[src/rtl/mmio_console_if.sv]
// ---------------------------------------------------------------------------
// mmio_console_if
// Data-memory port bundle between the core (master) and the console
// responder (slave).
//   addr      core -> console  byte address
//   data_i    core -> console  write data
//   data_en   core -> console  access request this cycle
//   write_en  core -> console  1 = write, 0 = read
//   data_o    console -> core  registered read data
//   hit       console -> core  address falls inside the console window
// ---------------------------------------------------------------------------
interface mmio_console_if;
    logic [31:0] addr;
    logic [31:0] data_i;
    logic        data_en;
    logic        write_en;
    logic [31:0] data_o;
    logic        hit;

    modport master (
        output addr,
        output data_i,
        output data_en,
        output write_en,
        input  data_o,
        input  hit
    );

    modport slave (
        input  addr,
        input  data_i,
        input  data_en,
        input  write_en,
        output data_o,
        output hit
    );
endinterface

[src/rtl/mmio_console.sv]
// ---------------------------------------------------------------------------
// mmio_console
// Memory-mapped console responder on the data-memory port. Bytes written to
// TXDATA go through a TX FIFO and out an 8N1 UART pin; STATUS and BAUD_DIV
// are readable; the first word written to EXIT is latched and flags done.
//
// Register window (offset addr[3:2]):
//   0x0 TXDATA   W: push data_i[7:0]          R: 0
//   0x4 STATUS   R: {busy,empty,overflow,0,full}   W1C on bit 2
//   0x8 BAUD_DIV R/W [15:0], 0 behaves as 1
//   0xC EXIT     W: first write latches exit_code, sets done   R: exit_code
//
// Ports:
//   clk        system clock
//   reset      synchronous, active-low
//   bus        dmem slave port (addr, data_i, data_en, write_en, data_o, hit)
//   uart_tx    serial output, idle high
//   done       sticky exit flag
//   exit_code  word written to EXIT
// ---------------------------------------------------------------------------
module mmio_console #(
    parameter logic [31:0] BASE         = 32'h600d6000,
    parameter int          FIFO_DEPTH   = 16,
    parameter int          CLKS_PER_BIT = 868
) (
    input  logic         clk,
    input  logic         reset,
    mmio_console_if.slave bus,
    output logic         uart_tx,
    output logic         done,
    output logic [31:0]  exit_code
);

    localparam int PTR_W = $clog2(FIFO_DEPTH);
    localparam int CNT_W = PTR_W + 1;

    typedef enum logic [1:0] {
        S_IDLE  = 2'd0,
        S_START = 2'd1,
        S_DATA  = 2'd2,
        S_STOP  = 2'd3
    } state_t;

    // Register file
    logic [31:0]      r_data_o;
    logic [15:0]      r_baud;
    logic             r_done;
    logic [31:0]      r_exit_code;
    logic             r_overflow;

    // FIFO
    logic [7:0]       r_mem [FIFO_DEPTH];
    logic [PTR_W-1:0] r_wptr;
    logic [PTR_W-1:0] r_rptr;
    logic [CNT_W-1:0] r_count;

    // Transmitter
    state_t           r_state;
    state_t           w_next;
    logic [15:0]      r_bcnt;
    logic [15:0]      r_div_lat;
    logic [2:0]       r_idx;
    logic [7:0]       r_shift;

    logic             w_access;
    logic             w_wr;
    logic             w_rd;
    logic [1:0]       w_off;
    logic             w_push_req;
    logic             w_push;
    logic             w_pop;
    logic             w_full;
    logic             w_empty;
    logic             w_busy;
    logic             w_bit_end;
    logic             w_ovf_set;
    logic             w_ovf_clr;
    logic [15:0]      w_baud_eff;
    logic [31:0]      w_rdata;
    logic             w_unused;

    // Byte-lane bits are irrelevant: every register is a full word.
    assign w_unused   = &{1'b0, bus.addr[1:0]};

    assign bus.hit    = (bus.addr[31:4] == BASE[31:4]);
    assign w_access   = bus.data_en && bus.hit;
    assign w_wr       = w_access && bus.write_en;
    assign w_rd       = w_access && !bus.write_en;
    assign w_off      = bus.addr[3:2];

    assign w_full     = (r_count == CNT_W'(FIFO_DEPTH));
    assign w_empty    = (r_count == '0);
    assign w_busy     = (r_state != S_IDLE);

    assign w_baud_eff = (r_baud == 16'd0) ? 16'd1 : r_baud;
    assign w_bit_end  = (r_bcnt == (r_div_lat - 16'd1));

    // A byte is taken either from IDLE or straight out of the stop bit, so
    // queued bytes go out back-to-back without idle gaps.
    assign w_pop      = !w_empty &&
                        ((r_state == S_IDLE) || ((r_state == S_STOP) && w_bit_end));

    // A push into a full FIFO still succeeds if a pop frees a slot this cycle.
    assign w_push_req = w_wr && (w_off == 2'd0);
    assign w_push     = w_push_req && (!w_full || w_pop);
    assign w_ovf_set  = w_push_req && w_full && !w_pop;
    assign w_ovf_clr  = w_wr && (w_off == 2'd1) && bus.data_i[2];

    assign bus.data_o = r_data_o;
    assign done       = r_done;
    assign exit_code  = r_exit_code;

    // ------------------------------------------------------------------
    // Register file and read port
    // ------------------------------------------------------------------
    always_comb begin
        w_rdata = '0;
        case (w_off)
            2'd0:    w_rdata = '0;
            2'd1:    w_rdata = {27'b0, w_busy, w_empty, r_overflow, 1'b0, w_full};
            2'd2:    w_rdata = {16'b0, r_baud};
            default: w_rdata = r_exit_code;
        endcase
    end

    always_ff @(posedge clk) begin
        if (!reset) begin
            r_data_o    <= '0;
            r_baud      <= 16'(CLKS_PER_BIT);
            r_done      <= 1'b0;
            r_exit_code <= '0;
            r_overflow  <= 1'b0;
        end else begin
            if (w_rd) begin
                r_data_o <= w_rdata;
            end
            if (w_wr && (w_off == 2'd2)) begin
                r_baud <= bus.data_i[15:0];
            end
            // Only the first EXIT write counts.
            if (w_wr && (w_off == 2'd3) && !r_done) begin
                r_done      <= 1'b1;
                r_exit_code <= bus.data_i;
            end
            if (w_ovf_set) begin
                r_overflow <= 1'b1;
            end else if (w_ovf_clr) begin
                r_overflow <= 1'b0;
            end
        end
    end

    // ------------------------------------------------------------------
    // TX FIFO
    // ------------------------------------------------------------------
    always_ff @(posedge clk) begin
        if (!reset) begin
            r_wptr  <= '0;
            r_rptr  <= '0;
            r_count <= '0;
        end else begin
            if (w_push) begin
                r_wptr <= r_wptr + PTR_W'(1);
            end
            if (w_pop) begin
                r_rptr <= r_rptr + PTR_W'(1);
            end
            case ({w_push, w_pop})
                2'b10:   r_count <= r_count + CNT_W'(1);
                2'b01:   r_count <= r_count - CNT_W'(1);
                default: r_count <= r_count;
            endcase
        end
    end

    // Storage and the frame holding register carry no reset: their contents
    // are only consumed once the pointers/FSM say they are valid.
    always_ff @(posedge clk) begin
        if (w_push) begin
            r_mem[r_wptr] <= bus.data_i[7:0];
        end
        if (w_pop) begin
            r_shift <= r_mem[r_rptr];
        end
    end

    // ------------------------------------------------------------------
    // TX FSM: state register
    // ------------------------------------------------------------------
    always_ff @(posedge clk) begin
        if (!reset) begin
            r_state <= S_IDLE;
        end else begin
            r_state <= w_next;
        end
    end

    // ------------------------------------------------------------------
    // TX FSM: next state
    // ------------------------------------------------------------------
    always_comb begin
        w_next = r_state;
        case (r_state)
            S_IDLE: begin
                if (!w_empty) begin
                    w_next = S_START;
                end
            end
            S_START: begin
                if (w_bit_end) begin
                    w_next = S_DATA;
                end
            end
            S_DATA: begin
                if (w_bit_end && (r_idx == 3'd7)) begin
                    w_next = S_STOP;
                end
            end
            S_STOP: begin
                if (w_bit_end) begin
                    w_next = w_empty ? S_IDLE : S_START;
                end
            end
            default: w_next = S_IDLE;
        endcase
    end

    // ------------------------------------------------------------------
    // TX FSM: outputs
    // ------------------------------------------------------------------
    always_comb begin
        uart_tx = 1'b1;
        case (r_state)
            S_START: uart_tx = 1'b0;
            S_DATA:  uart_tx = r_shift[r_idx];
            default: uart_tx = 1'b1;
        endcase
    end

    // ------------------------------------------------------------------
    // Bit timing. The divider is sampled at pop time so BAUD_DIV writes
    // during a frame only apply to the following frame.
    // ------------------------------------------------------------------
    always_ff @(posedge clk) begin
        if (!reset) begin
            r_bcnt    <= '0;
            r_idx     <= '0;
            r_div_lat <= 16'd1;
        end else if (w_pop) begin
            r_bcnt    <= '0;
            r_idx     <= '0;
            r_div_lat <= w_baud_eff;
        end else if (r_state != S_IDLE) begin
            if (w_bit_end) begin
                r_bcnt <= '0;
                if (r_state == S_DATA) begin
                    r_idx <= r_idx + 3'd1;
                end
            end else begin
                r_bcnt <= r_bcnt + 16'd1;
            end
        end
    end

endmodule
[src/flat_wrapper.sv]
// flat-port wrapper written by rule: the top's interface ports become plain ports
module mmio_console_flat 
#(
    parameter logic [31:0] BASE         = 32'h600d6000,
    parameter int          FIFO_DEPTH   = 16,
    parameter int          CLKS_PER_BIT = 868
)
  (clk, reset, uart_tx, done, exit_code, bus_addr, bus_data_i, bus_data_en, bus_write_en, bus_data_o, bus_hit);
  mmio_console_if bus_i ();
  input  logic clk;
  input  logic reset;
  output logic uart_tx;
  output logic done;
  output logic [31:0] exit_code;
  input wire logic [$bits(bus_i.addr)-1:0] bus_addr;
  input wire logic [$bits(bus_i.data_i)-1:0] bus_data_i;
  input wire logic [$bits(bus_i.data_en)-1:0] bus_data_en;
  input wire logic [$bits(bus_i.write_en)-1:0] bus_write_en;
  output wire logic [$bits(bus_i.data_o)-1:0] bus_data_o;
  output wire logic [$bits(bus_i.hit)-1:0] bus_hit;
  assign bus_i.addr = bus_addr;
  assign bus_i.data_i = bus_data_i;
  assign bus_i.data_en = bus_data_en;
  assign bus_i.write_en = bus_write_en;
  assign bus_data_o = bus_i.data_o;
  assign bus_hit = bus_i.hit;
  mmio_console #(.BASE(BASE), .FIFO_DEPTH(FIFO_DEPTH), .CLKS_PER_BIT(CLKS_PER_BIT)) u_core (.clk(clk), .reset(reset), .bus(bus_i), .uart_tx(uart_tx), .done(done), .exit_code(exit_code));
endmodule
[config.mk]
export PLATFORM = sky130hd
export DESIGN_NAME = mmio_console_flat
export DESIGN_NICKNAME = d
export VERILOG_FILES = /design/src/rtl/mmio_console_if.sv /design/src/rtl/mmio_console.sv /design/src/flat_wrapper.sv
export SDC_FILE = /design/constraint.sdc
export NUM_CORES = 1
export LEC_CHECK = 0
export CORE_MARGIN = 5
export CORE_UTILIZATION = 42
export DETAILED_ROUTE_END_ITERATION = 10
export PLACE_DENSITY = 0.67
export SYNTH_ARGS = -nofsm -noshare
export SYNTH_HDL_FRONTEND = slang
export SYNTH_SLANG_ARGS = --single-unit
[constraint.sdc]
create_clock -name clk -period 4.2 [get_ports clk]
set_clock_uncertainty 0.15 [all_clocks]
set_input_delay 0.84 -clock clk [delete_from_list [all_inputs] [get_ports clk]]
set_output_delay 0.84 -clock clk [all_outputs]
set_load 0.05 [all_outputs]
# [After elaboration in Yosys (flattened, before gate mapping)]
# Memory sizes are Yosys's and may differ from the RTL's. A register that Yosys moved wholly into a read port is not among the register bits.
# Cells that the tools add are included.
# Widths: inputs -> output; s select.
[word_totals] n_memories=1 wordCells=87 output_inout_bits=67 in_bits=68 mem_bits_ro=0 mem_bits_rw=128 register_bits=132 latchBits=0
[op_classes] n_reduce_logical=32 n_eq_ne=16 mux=17 order_cmp=1 n_div=0 bitwise_logic=1 addsub=7 n_shift=0 mul=0
[memory_table] memory="u_core.r_mem" depth=16 word_bits=8 read_ports=1 rd_clocked_by_memory_dff=1 write_ports=1 line_no="mmio_console.sv:52" rtl="logic [7:0] r_mem [FIFO_DEPTH];"
[ops] operator="$pmux 32 s3" n=1
[ops] operator="$mux 16" n=2
[ops] operator="$eq 28x27->1 const B" n=1
[ops] operator="$add 16x1->16 const B" n=1
[ops] operator="$eq 16x16->1" n=1
[ops] operator="$logic_not 16->1" n=1
[ops] operator="$sub 16x1->16 const B" n=1
[ops] operator="$logic_and 1x1->1" n=15
[ops] operator="$eq 2x2->1 const B" n=5
[ops] operator="$pmux 5 s2" n=1
[ops] operator="$add 4x1->4 const B" n=2
[ops] operator="$mux 2" n=4
[ops] operator="$pmux 2 s4" n=1
[ops] operator="$eq 2x1->1 const B" n=3
[ops] operator="$mux 1" n=6
[ops] operator="$ne 2x1->1 const B" n=3
[ops] operator="$reduce_bool 2->1" n=3
[ops] operator="$add 5x1->5 const B" n=1
[ops] operator="$eq 5x5->1 const B" n=1
[ops] operator="$logic_not 1->1" n=5
[ops] operator="$logic_not 5->1" n=1
[ops] operator="$sub 5x1->5 const B" n=1
[ops] operator="$logic_not 2->1" n=2
[ops] operator="$lt 3x4->1 const B" n=1
[ops] operator="10 further kinds" n=11

# [Longest topological paths before layout]
# Gate-level depths: netlist of run 1.
[depth] depth_word=9 ltp_mapped=14 mapped_depth_nobuf=14

# [Worst setup path after synthesis of run 1]
# No wires, ideal clock.
[synth_timing] kind="input to register" from="input bus_addr[6]" to="register u_core.r_count[4]" t_required_ps=3922 setup_ps=128 n_path_buf=0 path_slack_ps=279 cell_stages=11 arrival_ps=3643 path_cell_list="nor4_1 nand4_1 nor2_1 nand3_1 and3_2 fa_1 a21o_1 a21oi_1 nor2b_1 mux2i_1 o211ai_1"
[synth_via] elab_chain_cells=7 elab_cells_between_ends=9 cone_classes="3 x eq/ne; 1 x mux; 5 x reduce/logical"
[synth_lines] item="start: declaration" line_no="flat_wrapper.sv:15" rtl="input wire logic [$bits(bus_i.addr)-1:0] bus_addr;"
[synth_lines] item="$eq 28x27->1 (*)" line_no="mmio_console.sv:85" rtl="assign bus.hit = (bus.addr[31:4] == BASE[31:4]);"
[synth_lines] item="named net bus_hit" line_no="flat_wrapper.sv:20" rtl="output wire logic [$bits(bus_i.hit)-1:0] bus_hit;"
[synth_lines] item="$logic_and 1x1->1 (*)" line_no="mmio_console.sv:86" rtl="assign w_access = bus.data_en && bus.hit;"
[synth_lines] item="$logic_and 1x1->1 (*)" line_no="mmio_console.sv:87" rtl="assign w_wr = w_access && bus.write_en;"
[synth_lines] item="$logic_and 1x1->1 (*)" line_no="mmio_console.sv:104" rtl="assign w_push_req = w_wr && (w_off == 2'd0);"
[synth_lines] item="$logic_and 1x1->1 (*)" line_no="mmio_console.sv:105" rtl="assign w_push = w_push_req && (!w_full || w_pop);"
[synth_lines] item="$eq 2x1->1 / $eq 2x2->1 (equally long branches)" line_no="mmio_console.sv:168" rtl="case ({w_push, w_pop})"
[synth_lines] item="$pmux 5 s2 / $reduce_bool 2->1 (equally long branches)"
[synth_lines] item="end signal: assignment" line_no="mmio_console.sv:169" rtl="2'b10: r_count <= r_count + CNT_W'(1);"
[synth_lines] item="end signal: assignment" line_no="mmio_console.sv:170" rtl="2'b01: r_count <= r_count - CNT_W'(1);"
[synth_lines] item="end signal: assignment" line_no="mmio_console.sv:171" rtl="default: r_count <= r_count;"
[synth_lines] item="end: declaration" line_no="mmio_console.sv:55" rtl="logic [CNT_W-1:0] r_count;"
# Mark *: on every way through the listed nets, which the timed path passes. The rest lies on a longest branch.
# A chain may end at the register's enable or synchronous reset.

# [Worst setup path in the final report of run 1]
[layout_timing] from="register u_core.r_div_lat[0]" to="register u_core.r_count[4]"
[layout_via] elab_chain_cells=9 elab_cells_between_ends=11 cone_classes="1 x add/sub; 3 x eq/ne; 1 x mux; 6 x reduce/logical"
[layout_lines] item="start: declaration" line_no="mmio_console.sv:61" rtl="logic [15:0] r_div_lat;"
[layout_lines] item="start signal: assignment" line_no="mmio_console.sv:252" rtl="r_div_lat <= w_baud_eff;"
[layout_lines] item="$sub 16x1->16 (*)" line_no="mmio_console.sv:96" rtl="assign w_bit_end = (r_bcnt == (r_div_lat - 16'd1));"
[layout_lines] item="$eq 16x16->1 (*)" line_no="mmio_console.sv:96"
[layout_lines] item="$logic_and 1x1->1 (*)" line_no="mmio_console.sv:101" rtl="((r_state == S_IDLE) || ((r_state == S_STOP) && w_bit_end));"
[layout_lines] item="$logic_or 1x1->1 (*)" line_no="mmio_console.sv:101"
[layout_lines] item="$logic_and 1x1->1 (*)" line_no="mmio_console.sv:100" rtl="assign w_pop = !w_empty &&"
[layout_lines] item="$logic_or 1x1->1" line_no="mmio_console.sv:105"
[layout_lines] item="$logic_and 1x1->1" line_no="mmio_console.sv:105"
[layout_lines] item="$eq 2x1->1 / $eq 2x2->1 (equally long branches)" line_no="mmio_console.sv:168"
[layout_lines] item="$pmux 5 s2 / $reduce_bool 2->1 (equally long branches)"
# Every way passes the cells marked *; elsewhere a longest branch is shown, timed or not.

==> metrics.yaml, run 1 <==
postSynthRegisterBits: 268
critPathSlowestCell: "or4b_4"
peakVddDrop_mv: 0.299
syn_to_final_growth_pct: 22.3
dr.pass1.iters: 4
hp-class: "register to register"
setup_viol_count_final: 0
dp.cells: 1480
crit_path_start_kind: "register"
netlist_top_cells_area: "edfxtp_1 (35%), dfxtp_1 (23%), nand2_1 (5.1%)"
slowest_delay_ns: 0.51
grt_max_degree: 38
synth.yosys.warnings: 0
die_area_um2: 31200
outcome: "complete, no violations"
tightestPinTransition_ns: 0.798
netlist_area_um2: 11600
place_area_um2: 13400
async_reset_ff_share_pct: 0
layout_min_cycle_time_ns: 3.94
ys.flop_type: "edfxtp_1"
drtIter0Drc: 512
drc: 0
port_buffers: 132
die_w_um: 177
fin_setup_tns_ns: 0
synth_cell_types: 68
timing.final.crit_share_pct: 93.8
wire_per_inst_um: 18.4
syn_avg_cell_area_um2: 11.6
cts_buffers: 27
antenna_found_initial: 1
dp_hpwl_mm: 19.0
drv_cap: 0
viasPerCell: 5.24
clk_pin_slew_ns: 0.06
dr_total_vias: 8010
gp_congestion: 0.795
path_cells: "inv_1 -> ha_1 -> or4b_4 -> or3_1 -> nor4_2 -> o221ai_4 -> o31ai_4 -> and3_4 -> ha_1 -> a21o_1 -> a21oi_2 -> nor2b_1 -> mux2i_1 -> o211ai_1"
layout.cells.most_common_list: "nand2_1 (159), edfxtp_1 (136), dfxtp_1 (131)"
synth.largest_area_cell: "edfxtp_1"
end_kind: "register"
synthCells: 1003
power_density_nw_per_um2: 405
final_layout_size_suffix_gt1_share_pct: 10.3
synth_edf_count: 136
fin_cells: 1528
worstSetupPathType: "register to register"
n_antenna_cell: 0
grt_pass1_vias: 7924
max_freq_ghz: 0.254
cp.required_ns: 4.46
ys_seq_area_share_pct: 57.8
grt_usage_pct: 17.7
rows: 61
finalMaxSlewViolations: 0
final_common_cell: "nand2_1"
htree_levels: 1
ant_nets: 0
worst-path-buf-inv: 1
clock_path_buffers: 3
rsz0062_at_grt: "false"
max_slew_margin_pct: 46.6
hold_viol_final: 0
power_leakage_nw: 4.79
grt_pass1_wl_mm: 44.4
grt.overflow.total: 0
worst_path_most_repeated_cell: "ha_1"
core-area_um2: 27600
crit_fanout: 7
nets: 1217
synth_nets: 1089
chipHeight_um: 177
root_buffer: "clkbuf_16"
clk_latency_ns: 0.53
wl_mm: 28.1
cts_setup_buffers: 0
critical-path-top-delay-family: "simple AND/OR/NAND/NOR gates"
post-route-cell-area_um2: 14200
post-place-ws_ns: 0.133
clock_sinks: 268
synth_top_area_share_pct: 35.1
cts_tree: "yes"
worstPathArrival_ns: 4.20
initial_utilization_pct: 42.3
timing.final.ws_setup_ns: 0.258
whs_ns: 0.304
io_pins: 135
[sequential cells by signal, summed over array words and instances, names as in the netlist, 2 cells and up]
register,flops
u_core.r_bcnt,16
u_core.r_baud,16
u_core.r_count,5
u_core.r_shift,8
u_core.r_mem,128
u_core.r_rptr,4
u_core.r_wptr,4
u_core.exit_code,32
u_core.r_div_lat,16
u_core.bus.data_o,32
u_core.r_idx,3
u_core.r_state,2
[worst paths after layout]
kind                          from                    end  slack [ns]  depth (start not counted)
max            u_core.r_div_lat[0]      u_core.r_count[4]        0.26                         14
min          u_core.bus.data_o[19]  u_core.bus.data_o[19]        0.30                          2
max reg2reg    u_core.r_div_lat[0]      u_core.r_count[4]        0.26                         14
min reg2reg  u_core.bus.data_o[19]  u_core.bus.data_o[19]        0.30                          2
[cell type report]
type | count | area, um2
flip-flops and latches | 268 | 6730
repair buffers | 155 | 1510
inverters | 9 | 33.8
clock buffers | 42 | 782
clock inverters | 6 | 31.3
well taps | 378 | 473
multi-input cells | 670 | 4680
fillers | 2387 | 13300
[cell usage after synthesis, types with 8 or more instances]
cell,number
a21boi_0,39
a21oi_1,48
a221oi_1,10
a22oi_1,8
and2_1,11
and3_1,21
clkbuf_1,48
dfxtp_1,132
edfxtp_1,136
ha_1,17
inv_1,8
mux2_2,22
mux2i_1,51
mux4_2,18
nand2_1,159
nand3_1,48
nand4_1,8
nor2_1,38
nor2b_1,28
nor3_1,12
nor4_1,12
o21ai_0,17
xnor2_1,24
xor2_1,22
[metal layers]
| layer | wire [um] | track usage [%] |
|---|---|---|
| met4 | 444 | 4.19 |
| met1 | 12800 | 24.9 |
| met3 | 1690 | 4.07 |
| met2 | 13100 | 28.2 |
| met5 | 13 | 0 |
[kinds of logic after synthesis]
group,count (synthesis),share of synthesized area (%)
adders and majority gates,18,2.00
muxes,91,9.99
buffers and inverters,65,2.43
xor gates and xnor gates,46,3.46
DFF,268,57.8
and+or+nand+nor,363,15.1
AOI/OAI and AO/OA,152,9.24
[worst register-to-register path, stage by stage, from the launching register on]
cell and delay (ns):
dfxtp_1 0.36, inv_1 0.08, ha_1 0.26, or4b_4 0.51, or3_1 0.36, nor4_2 0.38, o221ai_4 0.19, o31ai_4 0.27
and3_4 0.29, ha_1 0.28, a21o_1 0.18, a21oi_2 0.20, nor2b_1 0.07, mux2i_1 0.13, o211ai_1 0.10
[where the power goes]
| part | internal, mW | switching, mW |
|---|---|---|
| Sequential | 2.78 | 0.0366 |
| Clock | 1.27 | 0.962 |
| Combinational | 0.310 | 0.408 |
| Total | 4.36 | 1.41 |
[metrics by stage]
step | util [%] | power [mW]
3_5_place_dp | 48.7 | 3.58
3_3_place_gp | 48.7 | 3.56
5_1_grt | 51.7 | 5.99
4_1_cts | 51.6 | 5.80
6_report | 51.7 | 5.77
2_1_floorplan | - | 3.34
[repair_timing]
item	CTS	global route
hold buffers	0	0
gates resized for setup	0	3
endpoints found under the setup margin	0	1
(Power assumes the default switching activity.)
==> run 2, diff against run 1 <==
--- a/config.mk
+++ b/config.mk
@@ -8,6 +8,7 @@
 export CORE_MARGIN = 5
 export CORE_UTILIZATION = 42
 export DETAILED_ROUTE_END_ITERATION = 10
+export GPL_TIMING_DRIVEN = 0
 export PLACE_DENSITY = 0.67
 export SYNTH_ARGS = -nofsm -noshare
 export SYNTH_HDL_FRONTEND = slang
==> run 2 against run 1 <==
Effect of this change: clock-buffer cell count fell by 8; combinational power is 8.5% higher; power up 4.3%; via count is 3.0% higher.
==> metrics.yaml, run 2 (same netlist as run 1, synthesis figures left out) <==
outcome: "complete, no violations"  # unchanged
wire_per_inst_um: 18.8  # was 18.4 um
r2r_cells: 10  # was 14
power_leakage_nw: 4.82  # was 4.79 nW
critical-path-top-delay-family: "simple AND/OR/NAND/NOR gates"  # unchanged
htree_levels: 1  # unchanged
final_layout_size_suffix_gt1_share_pct: 8.92  # was 10.3%
dr_total_vias: 8254  # was 8010
grt.overflow.total: 0  # unchanged
initial_utilization_pct: 42.3  # unchanged
peakVddDrop_mv: 0.348  # was 0.299 mV
critPathSlowestCell: "and3_1"  # was or4b_4
layout.cells.most_common_list: "nand2_1 (159), edfxtp_1 (136), dfxtp_1 (132)"  # was nand2_1 (159), edfxtp_1 (136), dfxtp_1 (131)
wl_mm: 29.5  # was 28.1 mm
power_frac_comb_pct: 12.9  # was 12.4%
drc: 0  # unchanged
tightestPinTransition_ns: 0.920  # was 0.798 ns
dp_hpwl_mm: 21.0  # was 19.0 mm
setup_viol_count_final: 0  # unchanged
clock_sinks: 268  # unchanged
crit_path_start_kind: "register"  # unchanged
ff_latch_area_um2: 6730  # about the same
drtIter0Drc: 549  # was 512
place_area_um2: 13400  # about the same
grt_max_degree: 20  # was 38
largest_reg_flops: 128  # unchanged
timing.final.crit_share_pct: 94.8  # was 93.8%
core-area_um2: 27600  # unchanged
p_total_mw: 6.02  # was 5.77 mW
rr_startpoint: "u_core.r_div_lat[0]"  # unchanged
utilization_pct: 52.2  # was 51.7%
cts_buffers: 29  # was 27
power_frac_clock_pct: 40.4  # was 38.7%
drv_cap: 0  # unchanged
die_area_um2: 31200  # unchanged
io_pins: 135  # unchanged
finalMaxSlewViolations: 0  # unchanged
chipHeight_um: 177  # unchanged
rsz0062_at_grt: "false"  # unchanged
antenna_found_initial: 0  # was 1
end_kind: "register"  # unchanged
post-place-ws_ns: -0.134  # was 0.133 ns
clk_pin_slew_ns: 0.06  # about the same
cp.required_ns: 4.23  # was 4.46 ns
worst-path-buf-inv: 2  # was 1
switching_share_pct: 24.8  # was 24.4%
fill_cells: 2438  # was 2387
root_buffer: "clkbuf_16"  # unchanged
clock_path_buffers: 3  # unchanged
internal_power_mw: 4.52  # was 4.36 mW
crit_fanout: 10  # was 7
viasPerCell: 5.27  # was 5.24
die_w_um: 177  # unchanged
cts_tree: "yes"  # unchanged
max_slew_margin_pct: 38.5  # was 46.6%
r2r-end: "u_core.r_mem[2][7]"  # was u_core.r_count[4]
clk_latency_ns: 0.55  # was 0.53 ns
top_register: "u_core.r_mem"  # unchanged
gp_congestion: 0.828  # was 0.795
syn_to_final_growth_pct: 23.6  # was 22.3%
seq_power_share_pct: 46.6  # was 48.8%
max_freq_ghz: 0.251  # was 0.254 GHz
worstPathArrival_ns: 4.01  # was 4.20 ns
hold_viol_final: 0  # unchanged
worstHoldStart: "u_core.bus.data_o[30]"  # was u_core.bus.data_o[19]
layout_min_cycle_time_ns: 3.98  # was 3.94 ns
hp-class: "register to register"  # unchanged
p_switching_mw: 1.49  # was 1.41 mW
nets: 1255  # was 1217
n_antenna_cell: 0  # unchanged
dr.pass1.iters: 5  # was 4
power_density_nw_per_um2: 418  # was 405 nW/um2
final_common_cell: "nand2_1"  # unchanged
post-route-cell-area_um2: 14400  # was 14200 um2
worstSetupPathType: "register to register"  # unchanged
ant_nets: 0  # unchanged
r2r_slack_ns: 0.22  # was 0.26 ns
grt_pass1_wl_mm: 46.0  # was 44.4 mm
worstHoldPathCells: 2  # unchanged
grt_pass1_vias: 8213  # was 7924
timing.final.ws_setup_ns: 0.220  # was 0.258 ns
path_cells: "inv_1 -> ha_2 -> or4b_4 -> or3_1 -> nor4_4 -> o221ai_4 -> nor3_1 -> o211a_1 -> clkbuf_1 -> and3_1"  # was inv_1 -> ha_1 -> or4b_4 -> or3_1 -> nor4_2 -> o221ai_4 -> o31ai_4 -> and3_4 -> ha_1 -> a21o_1 -> a21oi_2 -> nor2b_1 -> mux2i_1 -> o211ai_1
rows: 61  # unchanged
slowest_delay_ns: 0.51  # about the same
grt_usage_pct: 18.6  # was 17.7%
multi_input_area_um2: 4660  # was 4680 um2
port_buffers: 132  # unchanged
whs_endpoint: "u_core.bus.data_o[30]"  # was u_core.bus.data_o[19]
-- run 2: changes by cell type in the layout (fill, tap and decap cells not counted), sizes merged --
cell / change
bufinv: +2
clkinvlp: +1
clkdlybuf4s50: +1
clkbuf: +40
buf: -14
inv: +1
clkinv: +7
dlygate4sd2: +1
-- run 2: worst max path at each step --
| stage | start | to | slack (ns) | depth (start not counted) |
|---|---|---|---|---|
| 3_5_place_dp | u_core.r_div_lat[0] | u_core.r_count[4] | -0.13 | 14 |
| 5_1_grt | u_core.r_div_lat[0] | u_core.r_mem[7][7] | 0.01 | 10 |
| 6_report | u_core.r_div_lat[0] | u_core.r_mem[2][7] | 0.22 | 10 |
| 3_3_place_gp | u_core.r_div_lat[0] | u_core.r_count[4] | -0.06 | 14 |
| 4_1_cts | u_core.r_div_lat[0] | u_core.r_count[4] | 0.11 | 14 |
| 2_1_floorplan | bus_addr[6] | u_core.r_count[4] | 0.28 | 11 |
-- run 2: stage by stage --
step | setup TNS, ns | cells | hold WS [ns]
after global routing | 0 | 1567 | 0.319
after global placement | -0.0625 | 1513 | 0.289
after CTS | 0 | 1565 | 0.302
final | 0 | 1567 | 0.301
after detailed placement | -0.213 | 1513 | 0.294
after floorplan | 0 | 1003 | 0.292
-- run 2: final cells by class --
cell class | instances | share of cell area [%]
Buffer | 56 | 1.73
Clock buffer | 34 | 5.31
Clock inverter | 17 | 0.965
Inverter | 9 | 0.235
Multi-Input combinational cell | 670 | 32.4
Sequential cell | 268 | 46.7
Tap cell | 378 | 3.29
Timing Repair Buffer | 135 | 9.33
-- run 2: timing repair --
item	4_1_cts	5_1_grt
setup buffers	1	2
pin swaps	1	0
gates resized for setup	1	4
cloned	0	0
hold buffers	0	0
endpoints found under the setup margin	3	63
-- run 2: power groups by stage --
stage / clock network, mW / logic, mW / registers [mW]
floorplan: 0 / 0.486 / 2.85
global placement: 0 / 0.709 / 2.86
detailed placement: 0 / 0.725 / 2.86
CTS: 2.48 / 0.736 / 2.81
global route: 2.58 / 0.839 / 2.81
finish: 2.43 / 0.779 / 2.81
-- run 2: worst min-delay path, stage by stage, from the launching register on --
cell     delay (ns)
dfxtp_1        0.31
nand2_1        0.05
a21oi_1        0.05
-- run 2: routing by layer --
| metal | GRT usage, % | vias to the layer above | share of wire (%) |
|---|---|---|---|
| li1 | - | 3973 | - |
| met1 | 26.2 | 4015 | 45 |
| met2 | 29.1 | 224 | 46 |
| met3 | 4.22 | 42 | 6.9 |
| met4 | 4.90 | 0 | 2.3 |
| met5 | 0 | - | 0 |
